==> src/rtl/axi_req_executor.sv <==
// Request executor: buffers 72-bit read/write requests in a small FIFO and
// replays them one at a time as AXI4-Lite master transactions.
module axi_req_executor #(
    parameter int FIFO_DEPTH = 16
) (
    input  logic        clk,
    input  logic        reset,
    input  logic [71:0] AXIS_REQ_TDATA,
    input  logic        AXIS_REQ_TVALID,
    output logic        AXIS_REQ_TREADY,
    output logic [31:0] M_AXI_AWADDR,
    output logic [2:0]  M_AXI_AWPROT,
    output logic        M_AXI_AWVALID,
    input  logic        M_AXI_AWREADY,
    output logic [31:0] M_AXI_WDATA,
    output logic [3:0]  M_AXI_WSTRB,
    output logic        M_AXI_WVALID,
    input  logic        M_AXI_WREADY,
    input  logic [1:0]  M_AXI_BRESP,
    input  logic        M_AXI_BVALID,
    output logic        M_AXI_BREADY,
    output logic [31:0] M_AXI_ARADDR,
    output logic [2:0]  M_AXI_ARPROT,
    output logic        M_AXI_ARVALID,
    input  logic        M_AXI_ARREADY,
    input  logic [31:0] M_AXI_RDATA,
    input  logic [1:0]  M_AXI_RRESP,
    input  logic        M_AXI_RVALID,
    output logic        M_AXI_RREADY,
    output logic        rd_valid,
    output logic [31:0] rd_addr,
    output logic [31:0] rd_data,
    output logic        busy,
    output logic [31:0] resp_errors,
    output logic [31:0] dropped
);

    localparam int PW = $clog2(FIFO_DEPTH);
    localparam int CW = PW + 1;
    localparam logic [CW-1:0] FULL_COUNT = CW'(FIFO_DEPTH);

    typedef enum logic [2:0] {IDLE, WRITE, WRESP, READ, RRESP} state_t;

    state_t        state_q, state_d;
    logic [PW-1:0] wrPtr_q, wrPtr_d, rdPtr_q, rdPtr_d;
    logic [CW-1:0] count_q, count_d;
    logic [64:0]   mem_q [FIFO_DEPTH];
    logic [64:0]   headEntry;
    logic [31:0]   addr_q, addr_d, data_q, data_d;
    logic          awValid_q, awValid_d, wValid_q, wValid_d, bReady_q, bReady_d;
    logic          arValid_q, arValid_d, rReady_q, rReady_d;
    logic          rdValid_q, rdValid_d, busy_q, busy_d;
    logic [31:0]   rdAddr_q, rdAddr_d, rdData_q, rdData_d;
    logic [31:0]   respErr_q, respErr_d, dropped_q, dropped_d;
    logic          push, pop, dropReq, errInc;
    logic          unusedTdata;

    assign unusedTdata     = ^AXIS_REQ_TDATA[71:65];
    assign AXIS_REQ_TREADY = (count_q != FULL_COUNT);
    assign headEntry       = mem_q[rdPtr_q];

    assign M_AXI_AWADDR  = addr_q;
    assign M_AXI_AWPROT  = 3'b000;
    assign M_AXI_AWVALID = awValid_q;
    assign M_AXI_WDATA   = data_q;
    assign M_AXI_WSTRB   = 4'hF;
    assign M_AXI_WVALID  = wValid_q;
    assign M_AXI_BREADY  = bReady_q;
    assign M_AXI_ARADDR  = addr_q;
    assign M_AXI_ARPROT  = 3'b000;
    assign M_AXI_ARVALID = arValid_q;
    assign M_AXI_RREADY  = rReady_q;
    assign rd_valid      = rdValid_q;
    assign rd_addr       = rdAddr_q;
    assign rd_data       = rdData_q;
    assign busy          = busy_q;
    assign resp_errors   = respErr_q;
    assign dropped       = dropped_q;

    // FIFO storage has no reset; only the pointers and count define its contents.
    always_ff @(posedge clk) begin
        if (push) begin
            mem_q[wrPtr_q] <= AXIS_REQ_TDATA[64:0];
        end
    end

    // Next-state logic for the transaction FSM, the FIFO bookkeeping and the status counters.
    always_comb begin
        state_d   = state_q;
        addr_d    = addr_q;
        data_d    = data_q;
        awValid_d = awValid_q;
        wValid_d  = wValid_q;
        bReady_d  = bReady_q;
        arValid_d = arValid_q;
        rReady_d  = rReady_q;
        rdValid_d = 1'b0;
        rdAddr_d  = rdAddr_q;
        rdData_d  = rdData_q;
        pop       = 1'b0;
        errInc    = 1'b0;
        push      = AXIS_REQ_TVALID && (count_q != FULL_COUNT);
        dropReq   = AXIS_REQ_TVALID && (count_q == FULL_COUNT);

        unique case (state_q)
            IDLE: begin
                if (count_q != '0) begin
                    pop    = 1'b1;
                    addr_d = headEntry[31:0];
                    data_d = headEntry[63:32];
                    if (headEntry[64]) begin
                        awValid_d = 1'b1;
                        wValid_d  = 1'b1;
                        state_d   = WRITE;
                    end else begin
                        arValid_d = 1'b1;
                        state_d   = READ;
                    end
                end
            end
            WRITE: begin
                if (awValid_q && M_AXI_AWREADY) begin
                    awValid_d = 1'b0;
                end
                if (wValid_q && M_AXI_WREADY) begin
                    wValid_d = 1'b0;
                end
                if ((!awValid_q || M_AXI_AWREADY) && (!wValid_q || M_AXI_WREADY)) begin
                    bReady_d = 1'b1;
                    state_d  = WRESP;
                end
            end
            WRESP: begin
                if (M_AXI_BVALID) begin
                    bReady_d = 1'b0;
                    errInc   = (M_AXI_BRESP != 2'b00);
                    state_d  = IDLE;
                end
            end
            READ: begin
                if (M_AXI_ARREADY) begin
                    arValid_d = 1'b0;
                    rReady_d  = 1'b1;
                    state_d   = RRESP;
                end
            end
            RRESP: begin
                if (M_AXI_RVALID) begin
                    rReady_d  = 1'b0;
                    rdValid_d = 1'b1;
                    rdData_d  = M_AXI_RDATA;
                    rdAddr_d  = addr_q;
                    errInc    = (M_AXI_RRESP != 2'b00);
                    state_d   = IDLE;
                end
            end
            default: state_d = IDLE;
        endcase

        wrPtr_d = push ? wrPtr_q + 1'b1 : wrPtr_q;
        rdPtr_d = pop ? rdPtr_q + 1'b1 : rdPtr_q;
        unique case ({push, pop})
            2'b10:   count_d = count_q + 1'b1;
            2'b01:   count_d = count_q - 1'b1;
            default: count_d = count_q;
        endcase

        respErr_d = (errInc && (respErr_q != '1)) ? respErr_q + 32'd1 : respErr_q;
        dropped_d = (dropReq && (dropped_q != '1)) ? dropped_q + 32'd1 : dropped_q;
        busy_d    = (state_d != IDLE) || (count_d != '0);
    end

    // State register; reset abandons any transaction in flight and empties the FIFO.
    always_ff @(posedge clk or posedge reset) begin
        if (reset) begin
            state_q   <= IDLE;
            wrPtr_q   <= '0;
            rdPtr_q   <= '0;
            count_q   <= '0;
            addr_q    <= '0;
            data_q    <= '0;
            awValid_q <= 1'b0;
            wValid_q  <= 1'b0;
            bReady_q  <= 1'b0;
            arValid_q <= 1'b0;
            rReady_q  <= 1'b0;
            rdValid_q <= 1'b0;
            rdAddr_q  <= '0;
            rdData_q  <= '0;
            busy_q    <= 1'b0;
            respErr_q <= '0;
            dropped_q <= '0;
        end else begin
            state_q   <= state_d;
            wrPtr_q   <= wrPtr_d;
            rdPtr_q   <= rdPtr_d;
            count_q   <= count_d;
            addr_q    <= addr_d;
            data_q    <= data_d;
            awValid_q <= awValid_d;
            wValid_q  <= wValid_d;
            bReady_q  <= bReady_d;
            arValid_q <= arValid_d;
            rReady_q  <= rReady_d;
            rdValid_q <= rdValid_d;
            rdAddr_q  <= rdAddr_d;
            rdData_q  <= rdData_d;
            busy_q    <= busy_d;
            respErr_q <= respErr_d;
            dropped_q <= dropped_d;
        end
    end

endmodule

==> config.mk <==
export PLATFORM = sky130hd
export DESIGN_NAME = axi_req_executor
export DESIGN_NICKNAME = d
export VERILOG_FILES = /design/src/rtl/axi_req_executor.sv
export SDC_FILE = /design/constraint.sdc
export NUM_CORES = 2
export LEC_CHECK = 0
export ABC_CLOCK_PERIOD_IN_PS = 8000
export CORE_MARGIN = 3
export CORE_UTILIZATION = 58
export DETAILED_ROUTE_END_ITERATION = 12
export PLACE_DENSITY = 0.82
export SYNTH_ARGS = -nofsm -noshare
export SYNTH_HDL_FRONTEND = slang
export SYNTH_SLANG_ARGS = --single-unit
==> constraint.sdc <==
create_clock -name clk -period 8 [get_ports clk]
set_input_delay 1.6 -clock clk [delete_from_list [all_inputs] [get_ports clk]]
set_output_delay 1.6 -clock clk [all_outputs]
set_load 0.1 [all_outputs]
==> flow_metrics.tcl <==
set metrics [dict create \
    status "finished, final reports clean" \
    io_buffers 340 \
    routed_wl_mm 119 \
    syn_area_per_cell_um2 20.5 \
    synthMuxAreaShare_pct 16.5 \
    drive_above_1_share_pct 23.2 \
    crit_chain "clkdlybuf4s50_1, inv_1, a21oi_1, nand2_1, nor2_4, buf_4" \
    hold_buffers 0 \
    synth_edf_count 1040 \
    met3_length_mm 11.5 \
    crit_buf_inv 3 \
    viasPerCell 6.47 \
    ant_nets 0 \
    wl_met1_mm 42.7 \
    post_cts_buffers 0 \
    tightest_slew_ps 1280 \
    vias 25200 \
    path_depth 6 \
    hold_path_depth 2 \
    die_h_um 295 \
    instances_no_fill 3900 \
    synth_warnings 0 \
    highest_layer "met5" \
    drt_first_iter_violations 3172 \
    setup_tns_ps 0 \
    areaGrowthSynthToFinish_pct 17.4 \
    worstPathRequired_ps 8280 \
    async_reset_ff_share_pct 17.1 \
    wl_met2_mm 60.4 \
    gp_congestion 0.879 \
    postCtsResizedCells 0 \
    initial_core_util_pct 58.8 \
    p_per_area_mw_per_mm2 406 \
    fin_skew_ps 41.9 \
    total_leakage_power_nw 19.3 \
    grt.total_usage_pct 27.9 \
    cts.sinks 1255 \
    syn-instance-count 2364 \
    grt_max_degree 117 \
    htreeDepth 3 \
    slew_headroom_pct 14.8 \
    r2r_setup_slack_ps 3650 \
    crit_fanout 52 \
    rows 105 \
    grt_pass1_wl_mm 177 \
    path_class "in -> reg" \
    synth_fa_ha_area_share_pct 0.232 \
    grt_pass1_vias 26500 \
    synth_xor_area_share_pct 1.30 \
    drv_cap 0 \
    clockRootBuffer "clkbuf_16" \
    rr_worst_depth 9 \
    layout_setup_ws_ps 3100 \
    path_clk_slew_ps 60 \
    hold_class "reg -> reg" \
    die_x_um 295 \
    core_area_mm2 0.0825 \
    critical_path.max_stage_delay_ps 940 \
    pre_cts_ws_ps 2700 \
    finalMaxSlewViolations 0 \
    insertion_delay_ps 700 \
    rsz0062_at_grt "no" \
    pin_count 358 \
    yosys.area_share.simple_pct 3.83 \
    fin_crit_sh_pct 61.3 \
    dp_cells 3667 \
    dpl.hpwl_mm 61.2 \
    ir_worst_vdd_mv 0.284 \
    synthesis.area_mm2 0.0485 \
    clk_path_buf_depth 3 \
    arrival_ps 5180 \
    cts_buffers 118 \
    synthDistinctLibCells 58 \
    antenna_found_initial 9 \
    drc 0 \
    hold_viol_final 0 \
    die_area_mm2 0.0871 \
    seq_area_frac_synth_pct 75.5 \
    cts_tree "built" \
    synth_top_family_by_area "multiplexers" \
    setup_viol 0 \
    synth_seq_cells 1255 \
    cp_slowest_cell "buf_4" \
    cpLargestDelayFamily "buffers and inverters" \
    firstDrtPassIters 5 \
    startpoint_type "input pin" \
    synth-compound-area-share_pct 0.867 \
    fin_nets 2842 \
    cp-end-kind "flip-flop" \
    fmax_mhz 204 \
    overflow 0 \
    synth_ff_type "edfxtp_1" \
    min_period_ps 4900 \
    post_drt_wl_per_cell_um 30.6 \
]
## metrics by stage
stage	util, %	area (µm²)	hold slack (ps)	power (mW)
finish	69.0	57000	479	23.1
global route	69.0	56900	509	23.9
CTS	69.0	56900	479	23.2
detailed placement	64.2	52900	465	17.3
global placement	64.2	52900	466	17.1
floorplan	-	48500	543	15.2
## power by group
group	total [mW]	internal (mW)	switching (mW)
logic	8.62	2.91	5.72
clock network	5.75	3.28	2.47
registers	8.73	8.03	0.701
total	23.1	14.2	8.89
## layer usage
metal | vias up | track usage (%)
met5 | - | 0
met4 | 2 | 12.1
met3 | 296 | 5.49
met2 | 1670 | 46.0
met1 | 13100 | 36.8
li1 | 10200 | -
## flip-flops by register name, summed over array words and instances (netlist names)
| name | cells |
|---|---|
| M_AXI_WVALID | 1 |
| state_q | 3 |
| M_AXI_WDATA | 32 |
| rd_valid | 1 |
| M_AXI_AWVALID | 1 |
| M_AXI_RREADY | 1 |
| count_q | 5 |
| M_AXI_ARADDR | 32 |
| M_AXI_ARVALID | 1 |
| busy | 1 |
| dropped | 32 |
| M_AXI_BREADY | 1 |
| mem_q | 1040 |
| rd_addr | 32 |
| rd_data | 32 |
| wrPtr_q | 4 |
| resp_errors | 32 |
| rdPtr_q | 4 |
## logic make-up after synthesis
logic type                 after synthesis
AOI/OAI and AO/OA                       59
xor gates and xnor gates                72
adders and majority gates                9
buffers and inverters                  171
DFF                                   1255
muxes                                  396
other                                    2
and+or+nand+nor                        400
## synth_stat cells, drive strengths merged, types with 3 or more instances
master   instances  area [µm²]
edfxtp        1040       31200
mux4           314        7070
nand2          228         856
dfrtp          215        5380
buf             97         594
mux2            77         867
clkbuf          56         214
xnor2           52         455
nor2            32         120
nand3           31         155
nand4           27         169
xor2            20         175
inv             18        67.6
nor3            18        95.1
nor4            13        96.3
or2             10        62.6
and3             9        56.3
ha               9         113
a21oi            8        40.0
and2             8        50.1
o21ai            8        40.0
nand2b           6        37.5
a21boi           5        37.5
a22oi            5        37.5
mux2i            5        50.1
o211ai           5        37.5
o22ai            5        31.3
o31ai            5        37.5
o2111ai          4        35.0
a31oi            3        18.8
and4             3        26.3
nor2b            3        18.8
or4b             3        30.0
## cell type report
cell class,count,area (µm²)
diodes,8,20.0
clock buffers,146,3130
clock inverters,79,867
fillers,4732,25600
inverters,18,76.3
multi-input cells,946,11200
flip-flops and latches,1255,36600
well taps,1070,1340
repair buffers,378,3710
## placed cells by master, fill, tap and decap left out, types with 11 or more instances in the layout
cell type / netlist / layout
nor2_4: 0 / 12
nand4_1: 27 / 27
nor4_1: 12 / 12
dfrtp_1: 215 / 211
xnor2_1: 52 / 52
edfxtp_1: 1040 / 1040
clkbuf_1: 55 / 22
mux4_2: 314 / 314
clkinv_2: 0 / 23
clkinvlp_4: 0 / 11
clkdlybuf4s50_1: 0 / 340
nor2_1: 32 / 20
mux2_2: 77 / 77
nand2_1: 228 / 228
clkinv_1: 0 / 19
buf_4: 46 / 36
inv_1: 17 / 16
bufinv_16: 0 / 15
clkbuf_16: 0 / 119
nor3_1: 17 / 13
nand3_1: 31 / 31
xor2_1: 20 / 20
## path summary, 6_finish.rpt
check	startpoint	endpoint
hold / removal	M_AXI_WDATA[28]	M_AXI_WDATA[28]
setup reg to reg	count_q[1]	busy
hold reg to reg	M_AXI_WDATA[28]	M_AXI_WDATA[28]
setup / recovery	AXIS_REQ_TVALID	mem_q[11][4]
max in group asynchronous	reset	M_AXI_WDATA[23]
min in group asynchronous	reset	resp_errors[19]
## tightest hold or removal path, delay by kind of cell, from the launching register on
kind | cells | cell delay [ps]
flip-flops | 1 | 340
AND/OR/NAND/NOR | 2 | 110
Note: power is estimated with default switching activity, not from simulation.
